**src/rtl/logic_unit_pipe.sv**
```systemverilog
// Two-stage pipelined bitwise logic unit with valid/ready handshake and status flags.
// Optional popcount output enabled by defining LOGIC_UNIT_POPCNT_EN.
module logic_unit_pipe #(
    parameter int unsigned WIDTH = 16,
    parameter int unsigned CNT_W = 16
) (
    input  logic             clk,
    input  logic             rst,
    input  logic             in_valid,
    output logic             in_ready,
    input  logic [2:0]       in_op,
    input  logic [WIDTH-1:0] in_a,
    input  logic [WIDTH-1:0] in_b,
    output logic             out_valid,
    input  logic             out_ready,
    output logic [WIDTH-1:0] out_r,
    output logic             out_zero,
    output logic             out_ones,
    output logic             out_parity,
    output logic [CNT_W-1:0] op_count
`ifdef LOGIC_UNIT_POPCNT_EN
    ,
    output logic [$clog2(WIDTH+1)-1:0] out_popcnt
`endif
);

    localparam logic [2:0] OpNot  = 3'b000;
    localparam logic [2:0] OpAnd  = 3'b001;
    localparam logic [2:0] OpOr   = 3'b010;
    localparam logic [2:0] OpXor  = 3'b011;
    localparam logic [2:0] OpNand = 3'b100;
    localparam logic [2:0] OpNor  = 3'b101;
    localparam logic [2:0] OpXnor = 3'b110;
    localparam logic [2:0] OpPass = 3'b111;

    logic             s1_load, s2_load;
    logic             v1_q, v1_d, v2_q, v2_d;
    logic [2:0]       op_q, op_d;
    logic [WIDTH-1:0] a_q, a_d, b_q, b_d;
    logic [WIDTH-1:0] res;
    logic [WIDTH-1:0] r_q, r_d;
    logic             zero_q, zero_d, ones_q, ones_d, par_q, par_d;
    logic [CNT_W-1:0] cnt_q, cnt_d;

`ifdef LOGIC_UNIT_POPCNT_EN
    localparam int unsigned PcW = $clog2(WIDTH + 1);
    logic [PcW-1:0] pc_q, pc_d, pc_res;

    always_comb begin
        pc_res = '0;
        for (int i = 0; i < int'(WIDTH); i++) begin
            pc_res = pc_res + PcW'(res[i]);
        end
    end

    always_comb begin
        pc_d = pc_q;
        if (s2_load && v1_q) begin
            pc_d = pc_res;
        end
    end

    always_ff @(posedge clk) begin
        if (rst) begin
            pc_q <= '0;
        end else begin
            pc_q <= pc_d;
        end
    end

    assign out_popcnt = pc_q;
`endif

    // No skid buffer: in_ready is combinational from out_ready.
    assign s2_load  = !v2_q || out_ready;
    assign s1_load  = !v1_q || s2_load;
    assign in_ready = s1_load;

    always_comb begin
        v1_d = v1_q;
        op_d = op_q;
        a_d  = a_q;
        b_d  = b_q;
        if (s1_load) begin
            v1_d = in_valid;
            if (in_valid) begin
                op_d = in_op;
                a_d  = in_a;
                b_d  = in_b;
            end
        end
    end

    // NOT and PASS select only a_q, so an unknown b never reaches the result.
    always_comb begin
        res = '0;
        unique case (op_q)
            OpNot:  res = ~a_q;
            OpAnd:  res = a_q & b_q;
            OpOr:   res = a_q | b_q;
            OpXor:  res = a_q ^ b_q;
            OpNand: res = ~(a_q & b_q);
            OpNor:  res = ~(a_q | b_q);
            OpXnor: res = ~(a_q ^ b_q);
            OpPass: res = a_q;
            default: res = '0;
        endcase
    end

    // A bubble advancing into S2 clears v2 but leaves the visible result untouched.
    always_comb begin
        v2_d   = v2_q;
        r_d    = r_q;
        zero_d = zero_q;
        ones_d = ones_q;
        par_d  = par_q;
        if (s2_load) begin
            v2_d = v1_q;
            if (v1_q) begin
                r_d    = res;
                zero_d = (res == '0);
                ones_d = &res;
                par_d  = ^res;
            end
        end
    end

    always_comb begin
        cnt_d = cnt_q;
        if (v2_q && out_ready && (cnt_q != {CNT_W{1'b1}})) begin
            cnt_d = cnt_q + CNT_W'(1);
        end
    end

    always_ff @(posedge clk) begin
        if (rst) begin
            v1_q   <= 1'b0;
            op_q   <= '0;
            a_q    <= '0;
            b_q    <= '0;
            v2_q   <= 1'b0;
            r_q    <= '0;
            zero_q <= 1'b1;
            ones_q <= 1'b0;
            par_q  <= 1'b0;
            cnt_q  <= '0;
        end else begin
            v1_q   <= v1_d;
            op_q   <= op_d;
            a_q    <= a_d;
            b_q    <= b_d;
            v2_q   <= v2_d;
            r_q    <= r_d;
            zero_q <= zero_d;
            ones_q <= ones_d;
            par_q  <= par_d;
            cnt_q  <= cnt_d;
        end
    end

    assign out_valid  = v2_q;
    assign out_r      = r_q;
    assign out_zero   = zero_q;
    assign out_ones   = ones_q;
    assign out_parity = par_q;
    assign op_count   = cnt_q;

endmodule

```
**config.mk**
```make
export PLATFORM = sky130hd
export DESIGN_NAME = logic_unit_pipe
export DESIGN_NICKNAME = d
export VERILOG_FILES = /design/src/rtl/logic_unit_pipe.sv
export SDC_FILE = /design/constraint.sdc
export NUM_CORES = 1
export LEC_CHECK = 0
export CELL_PAD_IN_SITES_DETAIL_PLACEMENT = 0
export CELL_PAD_IN_SITES_GLOBAL_PLACEMENT = 2
export CORE_UTILIZATION = 28
export DETAILED_ROUTE_END_ITERATION = 6
export PLACE_DENSITY = 0.87
export SYNTH_ARGS = -nofsm -noshare
export SYNTH_HDL_FRONTEND = slang
export SYNTH_SLANG_ARGS = --single-unit
```
**constraint.sdc**
```tcl
create_clock -name clk -period 2.4 [get_ports clk]
set_input_delay 0.36 -clock clk [delete_from_list [all_inputs] [get_ports clk]]
set_output_delay 0.36 -clock clk [all_outputs]
set_load 0.01 [all_outputs]
```
==> parameters.txt, run 1 <==
Parameter                              Value

Die
  Die area    17,100 um^2
  Die outline width    131 um
  IO Pins    76
  Core area    16,000 um^2
  Initial core utilization    0.289
  Number of cell rows    46
  Floorplan die height    131 um

Layout
  Final Net Count    822
  Number of non-filler instances in the completed layout    957
  Ratio of cells with drive above 1 in the final layout    0.239
  Antenna diode instance count    0
  Signed area change from the synthesized netlist to the final layout    48.6%
  Post-route design area    6890 um^2

Critical path
  Data arrival time of the worst path    2.71 ns
  Worst r2r src    b_q[7]
  Crit start category    register
  Setup Crit Path Kind    reg -> reg
  End of the critical path    out_parity
  Reg2reg setup slack    -0.05 ns
  Worst Reg-to-Reg Cells    12
  Critical Path Start    b_q[7]
  Worst Path Required    2.66 ns
  Worst Setup End Kind    register
  FF-to-FF End    out_parity
  Maximum net fanout on the critical path    2

Place
  Detail Placement HPWL    9.95 mm
  Buffers on Ports    75
  Placement Cell Area    6230 um^2
  Weighted congestion at the end of routability-driven global placement    0.870
  Inst Count DP    929

STA
  Min setup slack post-route    -0.0472 ns
  Final hold violation count    0
  Least-Margin Pin Slew    0.735 ns
  Max-slew headroom at the worst pin    0.498
  Clock period minus final worst setup slack    2.45 ns
  Number of max-slew violations in the final report    0
  Accumulated negative setup slack    -0.0472 ns
  Part of the cycle the worst path needs    1.02
  Endpoints failing setup    1
  Max Fclk    409 MHz
  Clk_skew    0.00602 ns
  Unrepaired setup endpoints after global routing    yes

Run status
  Violations in the final reports    setup timing
  Status    finished, violations left

Clock tree
  Clock Sink Count    72
  H-tree depth reported by CTS    3
  Count of hold-fix buffers inserted at cts    0
  Clock root buffer master    clkbuf_16
  Worst-Skew Late Latency    0.35 ns
  Clock transition at the registers of the reported paths    0.06 ns
  Worst-case clock buffer depth    2
  Clock tree from TritonCTS    done
  Number of clock buffers inserted by TritonCTS    9

Global route
  Via count of the first global-routing pass    4,523
  Maximum number of pins on one net before global-route repair    36
  Antenna violations before repair    0
  Total overflow reported by the global router    0
  Wire length of the first global-routing pass    22.2 mm
  All-Layer GR Usage    0.169

Route
  Average wire length per cell after detail routing    14.0 um
  Wire length after detailed routing    13.4 mm
  Detail-routed via count per cell    4.78
  Detailed Route Iter0 Violations    188
  Length of the first detailed-routing pass in iterations    4
  Count of nets left with antenna violations after detail routing    0
  Vias post-DR    4,573
  DRC errors left    0

Yosys
  Synthesized Nets    676
  Cells after Synth    590
  Flip-flop and latch count after synthesis    72
  Count of yosys warnings during synthesis    0
  Post-synth ARST share    0
  Yosys top cell area share    0.311
  Post-synth top flop    dfxtp_1
  Sequential area share after synthesis    0.311
  Post-synth EDFFs    0
  Netlist Area Pre-Place    4630 um^2
  Biggest area consumer among synthesized cells    dfxtp_1
  Count of different cell masters after synthesis    58
  Average cell area after synthesis    7.85 um^2
  Ranking of synthesized cells by area    dfxtp_1 31%, ha_1 13%, nand2_1 8.5%, a21oi_1 6.1%, inv_1 3.9%

Power
  Pwr dens    536 nW/um^2
  Largest voltage drop on the vdd net    0.382 mV
  Total power    3.69 mW
  Leakage    2.75 nW

Hold path
  Path category of the worst min-delay check    in -> reg
  Start point of the worst min-delay path    rst

Run
  Max-cap viol count    0
-- per-layer routing --
metal  vias to the layer above  share of wire  global-route usage
li1                       2320              -                   -
met1                      2142           0.48               0.217
met2                        93           0.46               0.273
met3                        18          0.042              0.0334
met4                         0          0.023              0.0737
met5                         -              0                   0
-- cell type report --
| type | instances | area [um^2] |
|---|---|---|
| multi-input combinational | 428 | 3100 |
| tap | 216 | 270 |
| clock inverter | 6 | 43.8 |
| inverter | 54 | 205 |
| fill | 1646 | 9110 |
| timing repair buffer | 171 | 1580 |
| clock buffer | 10 | 229 |
| sequential | 72 | 1460 |
-- state kept, by name, indices dropped and copies added, names as in the netlist --
register / flops
a_q: 16
b_q: 16
op_count: 16
out_r: 16
op_q: 3
out_ones: 1
out_parity: 1
out_valid: 1
out_zero: 1
v1_q: 1
-- logic make-up after synthesis --
kind of cell,after synthesis,synth area share
AO/OA/AOI/OAI,140,0.193
XOR/XNOR,16,0.0303
adder cells (fa/ha/maj),47,0.127
buffers and inverters,90,0.0791
flip-flops,72,0.311
multiplexers,16,0.0516
AND/OR/NAND/NOR,209,0.207
-- per-stage QoR --
| step | worst slack, ns | hold WS (ns) | util |
|---|---|---|---|
| 2_1_floorplan | 0.00212 | 0.452 | - |
| 3_3_place_gp | -0.150 | 0.465 | 0.390 |
| 3_5_place_dp | -0.162 | 0.471 | 0.390 |
| 4_1_cts | -0.0456 | 0.384 | 0.426 |
| 5_1_grt | -0.158 | 0.417 | 0.430 |
| 6_report | -0.0472 | 0.390 | 0.430 |
-- cell usage in the layout, fill, tap and decap left out, types with 7 or more instances in the layout --
cell type	Yosys	final
nand2_1	105	105
a211oi_1	11	11
buf_4	2	88
nor2b_1	12	11
clkdlybuf4s50_1	0	74
inv_1	48	46
nor3_1	8	7
nor2_1	44	43
dfxtp_1	72	65
inv_2	6	7
o21ai_0	16	16
clkbuf_16	0	9
ha_1	47	40
a21oi_1	56	51
-- worst max-delay path, cell delays in order, from the launching register on --
cell and delay [ns]:
dfxtp_2 0.33, inv_1 0.07, ha_4 0.24, and3_4 0.17
a2111oi_4 0.22, a21oi_2 0.06, a311oi_2 0.22, or2_1 0.20
ha_4 0.24, xnor2_4 0.15, xnor2_2 0.15, xnor2_1 0.14
a211oi_1 0.20
-- power breakdown --
part	internal, mW	switching, mW
clock	0.701	0.558
sequential	1.26	0.0474
combinational	0.612	0.511
total	2.57	1.12
-- worst min path at each step --
stage,to,cells past startpoint
floorplan,b_q[10],2
global placement,b_q[10],2
detailed placement,b_q[10],2
CTS,out_ones,2
global route,op_count[6],2
finish,op_count[8],2
-- Yosys cell counts, types with 6 or more instances --
master and number:
nor2_1 44, mux2i_1 7, o221ai_1 9, o21ai_0 16, dfxtp_1 72, clkbuf_1 22
ha_1 47, nor3_1 8, nand4_1 6, mux4_2 6, nor2b_1 12, a211oi_1 11
inv_2 6, xnor2_1 12, buf_2 11, inv_1 48, nand2_1 105, a21oi_1 56
o22ai_1 6
-- timing repair --
action                                 CTS  global route
cloned                                   2             0
gates resized for setup                 30            13
buffers inserted                         9             1
pin swaps                               15             8
setup endpoints to repair                2             3
endpoints found under the hold margin    0             0
No activity file was read; power rests on OpenSTA's default activity.
==> run 2, diff against run 1 <==
--- a/config.mk
+++ b/config.mk
@@ -10,6 +10,7 @@
 export CORE_UTILIZATION = 28
 export DETAILED_ROUTE_END_ITERATION = 6
 export PLACE_DENSITY = 0.87
+export RECOVER_POWER = 25
 export SYNTH_ARGS = -nofsm -noshare
 export SYNTH_HDL_FRONTEND = slang
 export SYNTH_SLANG_ARGS = --single-unit
==> run 2 against run 1 <==
  * Flip-flop and latch count unchanged
  * First-iteration DRC count down 2.1%
  * The flow still finishes with violations (setup timing)
  * Clock power about the same
==> parameters.txt, run 2 (synthesis gave the netlist of run 1 again) <==
Parameter                              Value

Die
  Core area    16,000 um^2
  Die outline width    131 um
  Number of cell rows    46
  IO Pins    76
  Die area    17,100 um^2
  Floorplan die height    131 um
  Initial core utilization    0.289

Clock tree
  Count of hold-fix buffers inserted at cts    0
  Number of clock buffers inserted by TritonCTS    9
  Clock tree from TritonCTS    done
  Clock Sink Count    72
  Clock root buffer master    clkbuf_16
  Worst-case clock buffer depth    2
  H-tree depth reported by CTS    3
  Worst-Skew Late Latency    0.35 ns
  Clock transition at the registers of the reported paths    0.06 ns

STA
  Part of the cycle the worst path needs    1.02
  Clk_skew    0.00603 ns
  Number of max-slew violations in the final report    0
  Min setup slack post-route    -0.0474 ns
  Clock period minus final worst setup slack    2.45 ns
  Final hold violation count    0
  Max Fclk    409 MHz
  Endpoints failing setup    1
  Least-Margin Pin Slew    0.729 ns
  Unrepaired setup endpoints after global routing    yes
  Max-slew headroom at the worst pin    0.502

Run status
  Violations in the final reports    setup timing
  Status    finished, violations left

Layout
  Ratio of cells with drive above 1 in the final layout    0.239
  Signed area change from the synthesized netlist to the final layout    48.6%
  Commonest non-fill, non-tap cells in the layout    105 x nand2_1, 87 x buf_4, 65 x dfxtp_1
  Leading cell type in the layout, fill and taps excluded    nand2_1
  Antenna diode instance count    0
  Post-route design area    6880 um^2
  Final Net Count    822

Route
  DRC errors left    0
  Count of nets left with antenna violations after detail routing    0
  Detailed Route Iter0 Violations    184
  Wire length after detailed routing    13.3 mm
  Vias post-DR    4,574
  Detail-routed via count per cell    4.78
  Average wire length per cell after detail routing    13.9 um
  Length of the first detailed-routing pass in iterations    4

Global route
  All-Layer GR Usage    0.169
  Total overflow reported by the global router    0
  Maximum number of pins on one net before global-route repair    36
  Via count of the first global-routing pass    4,523
  Antenna violations before repair    0
  Wire length of the first global-routing pass    22.2 mm

Critical path
  Worst r2r src    b_q[7]
  Cell family contributing the most delay on the critical path    compound AO/OA/AOI/OAI gates
  Data arrival time of the worst path    2.71 ns
  Slowest cell delay on critical path    0.33 ns
  FF-to-FF End    out_parity
  Worst Reg-to-Reg Cells    12
  Crit start category    register
  Worst Setup End Kind    register
  Worst Path Required    2.66 ns
  Worst-path cell with the longest stage delay    dfxtp_2
  Setup Crit Path Kind    reg -> reg
  Ordered cell list for the critical path    inv_1 > ha_4 > and3_4 > a2111oi_4 > a21oi_2 > a311oi_2 > or2_1 > ha_4 > xnor2_4 > xnor2_2 > xnor2_1 > a211oi_1
  Reg2reg setup slack    -0.05 ns
  Crit path buf inv count    1
  Cell repeated most along the worst path    ha_4
  Maximum net fanout on the critical path    2

Hold path
  Hold Crit Depth    2
  Path category of the worst min-delay check    in -> reg
  Start point of the worst min-delay path    rst
  Hold path endpoint    op_count[8]

Place
  Placement Cell Area    6230 um^2
  Detail Placement HPWL    9.95 mm
  Buffers on Ports    75
  Weighted congestion at the end of routability-driven global placement    0.870

Power
  Total power    3.68 mW
  Leakage    2.81 nW
  Pwr dens    534 nW/um^2
  Largest voltage drop on the vdd net    0.382 mV

Run
  Max-cap viol count    0
## run 2: cell count changes in the layout (fill, tap and decap cells not counted), sizes merged
| cell | previous run | this run |
|---|---|---|
| clkdlybuf4s50 | 74 | 50 |
| dlygate4sd3 | 0 | 24 |
| buf | 97 | 96 |
| clkbuf | 10 | 11 |
## run 2: area by class of cell
type / instances / area [um^2]
repair buffers: 171 / 1580
clock inverters: 6 / 43.8
flip-flops and latches: 72 / 1460
inverters: 54 / 205
multi-input cells: 428 / 3100
clock buffers: 10 / 229
well taps: 216 / 270
fillers: 1647 / 9120
## run 2: report_power, final
group | switching, mW | leakage, nW | internal [mW]
combinational | 0.511 | 2.09 | 0.602
sequential | 0.0459 | 0.594 | 1.26
clock | 0.558 | 0.121 | 0.701
total | 1.11 | 2.81 | 2.56
## run 2: worst max-delay path by stage
stage	to	startpoint	cells past startpoint	slack [ns]
finish	out_parity	b_q[7]	12	-0.05
global route	out_parity	op_q[0]	11	-0.16
CTS	out_parity	op_q[1]	12	-0.05
detailed placement	out_parity	b_q[10]	12	-0.16
global placement	out_zero	op_q[0]	9	-0.15
floorplan	out_parity	op_q[0]	12	0.002
## run 2: metal layers
layer / up-vias / global-route usage / part of all wire
met5: - / 0 / 0
met4: 0 / 0.0737 / 0.023
met3: 18 / 0.0334 / 0.044
met2: 97 / 0.273 / 0.46
met1: 2137 / 0.217 / 0.47
li1: 2322 / - / -
## run 2: repair_timing
item                                    4_1_cts  5_1_grt
gates resized for setup                      30       13
buffers inserted                              9        1
cloned                                        2        0
pin swaps                                    15        8
endpoints found under the setup margin        2        3
## run 2: through the flow
step	instances	TNS (ns)	utilization	setup WS (ns)	hold WS, ns
final	957	-0.0474	0.430	-0.0474	0.389
after global routing	957	-0.209	0.430	-0.158	0.417
after CTS	956	-0.0880	0.426	-0.0456	0.384
after detailed placement	929	-0.280	0.390	-0.162	0.471
after global placement	929	-0.207	0.390	-0.150	0.465
after floorplan	590	0	-	0.00212	0.452
## run 2: worst register-to-register path, delay by kind of cell (launching register included)
| kind | cells | cell delay (ns) |
|---|---|---|
| XOR/XNOR | 3 | 0.44 |
| buffers and inverters | 1 | 0.07 |
| AO/OA/AOI/OAI | 4 | 0.70 |
| AND/OR/NAND/NOR | 2 | 0.37 |
| adder cells (fa/ha/maj) | 2 | 0.48 |
| flip-flops | 1 | 0.33 |
==> run 3, diff against run 2 <==
--- a/config.mk
+++ b/config.mk
@@ -8,6 +8,7 @@
 export CELL_PAD_IN_SITES_DETAIL_PLACEMENT = 0
 export CELL_PAD_IN_SITES_GLOBAL_PLACEMENT = 2
 export CORE_UTILIZATION = 28
+export CTS_CLUSTER_DIAMETER = 100
 export DETAILED_ROUTE_END_ITERATION = 6
 export PLACE_DENSITY = 0.87
 export RECOVER_POWER = 25
==> results of run 3 <==
No change in the layout: final DEF, timing and power equal those of run 2.
